--- config.mk ---
export PLATFORM = sky130hd
export DESIGN_NAME = prog_launch_ctrl
export DESIGN_NICKNAME = d
export VERILOG_FILES = /design/src/rtl/prog_launch_ctrl.sv
export SDC_FILE = /design/constraint.sdc
export NUM_CORES = 1
export LEC_CHECK = 0
export BUFFER_PORTS_ARGS = -buffer_cell sky130_fd_sc_hd__buf_2
export CORE_AREA = 2 2 39 41
export DETAILED_ROUTE_END_ITERATION = 7
export DIE_AREA = 0 0 41 43
export SYNTH_ARGS = -nofsm -noshare
export SYNTH_HDL_FRONTEND = slang
export SYNTH_SLANG_ARGS = --single-unit
--- constraint.sdc ---
create_clock -name Clk -period 1.1 [get_ports Clk]
set_input_delay 0.22 -clock Clk [delete_from_list [all_inputs] [get_ports Clk]]
set_output_delay 0.22 -clock Clk [all_outputs]
set_load 0.05 [all_outputs]
--- src/rtl/prog_launch_ctrl.sv ---
// prog_launch_ctrl: launches up to three programs from a fixed start-address
// table. The bench holds Start high and releases it to launch. The decoder
// ends a program with Halt.
// Optional watchdog: define PROG_LAUNCH_WATCHDOG_EN to abort a program whose
// RUN phase lasts WDOG_CYCLES cycles without Halt.
module prog_launch_ctrl #(
  parameter int unsigned    L           = 10,
  parameter int unsigned    NPROG       = 3,
  parameter logic [L-1:0]   PROG0_ADDR  = L'(0),
  parameter logic [L-1:0]   PROG1_ADDR  = L'(189),
  parameter logic [L-1:0]   PROG2_ADDR  = L'(378),
  parameter int unsigned    WDOG_CYCLES = 4096
) (
  input  logic         Clk,
  input  logic         Reset_n,
  input  logic         Start,
  input  logic         Halt,
  output logic         PcLoad,
  output logic [L-1:0] PcLoadAddr,
  output logic         PcStall,
  output logic         Run,
  output logic         Done,
  output logic [1:0]   ProgIdx,
  output logic         Timeout
);

  typedef enum logic [2:0] {
    ST_IDLE  = 3'd0,
    ST_ARMED = 3'd1,
    ST_LOAD  = 3'd2,
    ST_RUN   = 3'd3,
    ST_DONE  = 3'd4
  } state_e;

  localparam logic [1:0] LastIdx = 2'(NPROG);

  state_e     state_q, state_d;
  logic [1:0] prog_idx_q, prog_idx_d;
  logic       start_q;
  logic       start_fall;
  logic       wdog_hit;

  assign start_fall = start_q & ~Start;
  assign ProgIdx    = prog_idx_q;

  // State register, program index and Start history.
  always_ff @(posedge Clk or negedge Reset_n) begin
    if (!Reset_n) begin
      state_q    <= ST_IDLE;
      prog_idx_q <= 2'd0;
      start_q    <= 1'b0;
    end else begin
      state_q    <= state_d;
      prog_idx_q <= prog_idx_d;
      start_q    <= Start;
    end
  end

  // Next-state logic; Halt beats a simultaneous Start because Start is ignored in RUN.
  always_comb begin
    state_d    = state_q;
    prog_idx_d = prog_idx_q;
    unique case (state_q)
      ST_IDLE:  if (Start) state_d = ST_ARMED;
      ST_ARMED: if (start_fall) state_d = ST_LOAD;
      ST_LOAD:  state_d = ST_RUN;
      ST_RUN: begin
        if (Halt || wdog_hit) begin
          state_d    = ST_DONE;
          prog_idx_d = prog_idx_q + 2'd1;
        end
      end
      ST_DONE:  if (Start && (prog_idx_q < LastIdx)) state_d = ST_ARMED;
      default:  state_d = ST_IDLE;
    endcase
  end

  // Output decode from the state register only.
  always_comb begin
    PcLoad     = 1'b0;
    PcLoadAddr = '0;
    PcStall    = 1'b1;
    Run        = 1'b0;
    Done       = 1'b0;
    unique case (state_q)
      ST_LOAD: begin
        PcLoad = 1'b1;
        unique case (prog_idx_q)
          2'd0:    PcLoadAddr = PROG0_ADDR;
          2'd1:    PcLoadAddr = PROG1_ADDR;
          2'd2:    PcLoadAddr = PROG2_ADDR;
          default: PcLoadAddr = '0;
        endcase
      end
      ST_RUN: begin
        Run     = 1'b1;
        PcStall = 1'b0;
      end
      ST_DONE:  Done = 1'b1;
      default: ;
    endcase
  end

`ifdef PROG_LAUNCH_WATCHDOG_EN
  localparam int unsigned     CntW     = L + 4;
  localparam logic [CntW-1:0] WdogLast = CntW'(WDOG_CYCLES - 1);

  logic [CntW-1:0] wdog_cnt_q, wdog_cnt_d;
  logic            timeout_q, timeout_d;

  assign wdog_hit = (state_q == ST_RUN) && !Halt && (wdog_cnt_q == WdogLast);
  assign Timeout  = timeout_q;

  // Watchdog counter and sticky timeout flag.
  always_ff @(posedge Clk or negedge Reset_n) begin
    if (!Reset_n) begin
      wdog_cnt_q <= '0;
      timeout_q  <= 1'b0;
    end else begin
      wdog_cnt_q <= wdog_cnt_d;
      timeout_q  <= timeout_d;
    end
  end

  // Count RUN cycles from LOAD; the flag clears on the next arm.
  always_comb begin
    wdog_cnt_d = wdog_cnt_q;
    timeout_d  = timeout_q;
    if (state_q == ST_LOAD) begin
      wdog_cnt_d = '0;
    end else if (state_q == ST_RUN) begin
      wdog_cnt_d = wdog_cnt_q + 1'b1;
    end
    if (wdog_hit) begin
      timeout_d = 1'b1;
    end else if ((state_d == ST_ARMED) && (state_q != ST_ARMED)) begin
      timeout_d = 1'b0;
    end
  end
`else
  // Without the watchdog only Halt ends RUN, and WDOG_CYCLES has no effect.
  assign wdog_hit = 1'b0;
  assign Timeout  = (WDOG_CYCLES == 0) ? 1'b0 : 1'b0;
`endif

endmodule
* Yosys cells after proc, flatten, opt, wreduce, memory -nomap -nowiden
Cells that the tools add are included.
** Storage, ports and cells
- Bits in registers :: 6
- Input bits :: 4
** Cells by class
- Equal/unequal tests :: 10
- $lt $le $gt $ge :: 1
- Reduce and logical (&&, ||, !) cells :: 4
- Muxes and demuxes :: 11
- Bitwise logic cells :: 2
- $add $sub $neg :: 1
** Operators by type and width (count)
- $pmux 9 s2 :: 1
- $pmux 3 s5 :: 1
- $mux 3 :: 4
- $mux 9 :: 1
- $ne 2x2->1 const B :: 4
- $eq 3x2->1 const B :: 2
- $mux 1 :: 4
- $reduce_and 4->1 :: 1
- $eq 3x1->1 const B :: 1
- $eq 3x3->1 const B :: 1
- $logic_not 3->1 :: 1
- $add 2x1->2 const B :: 1
- $eq 2x1->1 const B :: 1
- $eq 2x2->1 const B :: 1
- $lt 2x2->1 const B :: 1
- $reduce_and 2->1 :: 1
- $and 1x1->1 :: 1
- $logic_and 1x1->1 :: 1
- $not 1->1 :: 1

* Depth between registers and ports, before layout
- Depth in word-level cells :: 4
- Depth in mapped cells :: 4
- Gate-level depth less buffers :: 3

* Worst setup path after synthesis
No wires, ideal clock.
- Path kind :: reg-to-output
- Start point :: register state_q[1]
- End point :: output PcLoadAddr[4]
- Required time :: 880 ps
- Data arrival time :: 2423 ps
- Slack :: -1543 ps
- Stages on the path, launching flop included :: 5
- Cells stage by stage :: dfrtp_1 > clkbuf_2 > nor3b_2 > nor2b_1 > buf_4
** Between the ends
- Word-level cells in the longest chain between the ends :: 2
** RTL lines
- from (decl) :: RTL line 37 : state_e state_q, state_d;
- from (signal assigned) :: RTL line 53 : state_q <= state_d;
- $eq 3x2->1 :: RTL line 85 : unique case (state_q)
- $mux 9 :: RTL line 85
- to (decl) :: RTL line 19 : output logic [L-1:0] PcLoadAddr,
Every way passes these cells.

* Final worst setup path
- Start point :: register state_q[2]
- End point :: output PcLoadAddr[4]
The elaborated chain is that of the path after synthesis.

==> flow_metrics.tcl <==
set metrics [dict create \
    outcome "complete, but fails checks" \
    violations "negative setup slack" \
    wl_um 895 \
    grt_overflow 0 \
    synth_cell_types 21 \
    syn-cell-area_um2 425 \
    cts_tree "built" \
    drt_iter0_drc 4 \
    row_count 14 \
    r2r_slack_ps -140 \
    clk_pin_slew_worst_paths_ps 50 \
    place_area_um2 569 \
    ir_worst_vdd_v 0.00103 \
    drive_above_1_share 0.657 \
    first_global_vias 344 \
    finalClockSkew_ps 1.40 \
    hold_path_depth 1 \
    dp.cells 76 \
    groute.usage.overall 0.123 \
    grt_pass1_wl_mm 1.37 \
    first_pass_iters 4 \
    die_w_um 41 \
    place.gp.congestion 0.756 \
    grt_setup_unrepaired "yes" \
    power.leakage_nw 0.362 \
    worstSetupEndpointType "output port" \
    grt_busiest_layer "met2" \
    crit_buf_inv 1 \
    initial_core_util 0.307 \
    cts_max_level 1 \
    final_antenna_net_count 0 \
    syn_area_per_cell_um2 10.1 \
    crit_type "flip-flop to output port" \
    hpwl_um 665 \
    nNetsFinal 75 \
    pin_count 21 \
    syn_to_final_growth_pct 74.7 \
    grt.met1_usage 0.132 \
    crit_path_max_incr_delay_ps 400 \
    vias 372 \
    synth-warning-count 0 \
    arrival_ps 1290 \
    critPathSlowestCell "dfrtp_1" \
    power_mw 2.30 \
    fp.dieH_um 43 \
    diodes 0 \
    core-area_mm2 0.00138 \
    final_util 0.537 \
    io_buffers 18 \
    cp-startpoint "state_q[2]" \
    antenna_found_initial 0 \
    clock.fmax_mhz 661 \
    cp_data_required_time_ps 880 \
    cts_buffers 3 \
    clockRootBuffer "clkbuf_4" \
    grt_max_degree 7 \
    maxCapViolCount 0 \
    use_met3 0.0628 \
    vias_per_cell 4.48 \
    worstPathCellList "nor3b_4 -> nor2b_4 -> buf_6" \
    slew_violations 0 \
    fillCellCount 121 \
    die-area_mm2 0.00176 \
    setup_slack_ps -412 \
    cts_max_path_buffers 2 \
    yosys_register_bits 6 \
    timing.final.crit_share 1.37 \
    synth.yosys.seq_area_share 0.353 \
    use_met2 0.181 \
    clk_latency_ps 250 \
    min_from "Start" \
    drc 0 \
    critPathLaunchType "flip-flop" \
    period_minus_slack_ps 1510 \
    hold_viol_final 0 \
    power_density_mw_per_mm2 3100 \
    cp.depth 3 \
    r2r_start "state_q[2]" \
    finalSetupViolCount 20 \
    r2r_cells 4 \
    crit_family "simple AND/OR/NAND/NOR gates" \
    syn_inst 42 \
    fin_area_um2 743 \
    hold_path.class "primary input to flip-flop" \
    fin_setup_tns_ps -5460 \
    fin_cells 83 \
    crit_fanout 4 \
    hold-worst-slack_ps 142 \
    dp_slack_ps -210 \
    clock_sinks 6 \
    wire_per_inst_um 10.8 \
]
path summary, 6_finish.rpt:
kind / to
setup / recovery: PcLoadAddr[4]
hold / removal: start_q
setup reg to reg: state_q[2]
hold reg to reg: state_q[0]
max in group asynchronous: ProgIdx[1]
min in group asynchronous: state_q[1]
kinds of logic (layout without fill, tap and decap cells):
logic type / count (synthesis) / in the layout / share of synthesized area
AOI/OAI and AO/OA: 6 / 6 / 0.112
xor gates and xnor gates: 1 / 1 / 0.0206
adders and majority gates: 3 / 3 / 0.0882
buffers and inverters: 13 / 37 / 0.188
DFF: 6 / 6 / 0.353
muxes: 1 / 1 / 0.0235
other: 1 / 2 / 0.00882
and+or+nand+nor: 11 / 11 / 0.206
layout make-up:
cell class / count / area [µm²] / share of cell area
multi-input cells: 24 / 260 / 0.350
flip-flops and latches: 6 / 153 / 0.205
inverters: 4 / 15.0 / 0.0202
clock buffers: 4 / 26.3 / 0.0354
well taps: 16 / 20.0 / 0.0269
repair buffers: 29 / 269 / 0.362
power by group:
part / internal (mW) / total, mW / switching [mW]
clock network: 0.138 / 0.227 / 0.0893
logic: 0.767 / 1.67 / 0.898
registers: 0.313 / 0.408 / 0.0950
metal layers:
metal	vias up	wire length [µm]
met1	175	365
li1	182	-
met2	13	457
met5	-	0
met4	0	15
met3	2	56
flip-flops by register name, indices dropped and copies added, names as in the netlist:
register and cells:
start_q 1, ProgIdx 2, state_q 3
synth_stat cells:
| library cell | instances | area, µm² |
|---|---|---|
| buf_4 | 8 | 60.1 |
| dfrtp_1 | 6 | 150 |
| inv_1 | 4 | 15.0 |
| ha_1 | 3 | 37.5 |
| and2_1 | 2 | 12.5 |
| nand2b_1 | 2 | 12.5 |
| nor3b_2 | 2 | 25.0 |
| o21a_1 | 2 | 15.0 |
| a21boi_0 | 1 | 7.51 |
| a21o_1 | 1 | 7.51 |
| a221oi_1 | 1 | 8.76 |
| a22o_1 | 1 | 8.76 |
| and3b_1 | 1 | 8.76 |
| clkbuf_2 | 1 | 5.00 |
| conb_1 | 1 | 3.75 |
| mux2i_1 | 1 | 10.0 |
| nand4b_1 | 1 | 8.76 |
| nor2_1 | 1 | 3.75 |
| nor2b_1 | 1 | 6.26 |
| nor4bb_1 | 1 | 10.0 |
| xnor2_1 | 1 | 8.76 |
cells in the final DEF, fill, tap and decap left out:
master,count
clkbuf_1,1
a21o_1,1
mux2i_1,1
dlygate4sd3_1,1
and3b_2,1
nor4bb_2,1
a21boi_0,1
dfrtp_2,2
nor3b_4,2
a221oi_2,1
inv_1,3
nor2b_4,1
and2_2,2
nand4b_1,1
ha_1,1
inv_2,1
buf_8,4
xnor2_1,1
ha_4,2
nand2b_1,2
o21a_1,2
dfrtp_1,4
conb_1,2
a22o_1,1
nor2_1,1
clkbuf_4,3
buf_4,14
buf_6,7
buf_2,3
worst register-to-register path: cells and delay by family, from the launching register on:
family | cells | cell delay [ps]
and+or+nand+nor | 1 | 230
buffers and inverters | 2 | 280
DFF | 1 | 380
AOI/OAI and AO/OA | 1 | 220
repair_timing:
item                       4_1_cts  5_1_grt
hold endpoints to repair         6        0
gates resized for setup         26       10
hold buffers                     1        0
setup endpoints to repair       20       20
pin swaps                        4        1
buffers inserted                 1        2
Power figures use the tool's default switching activity.
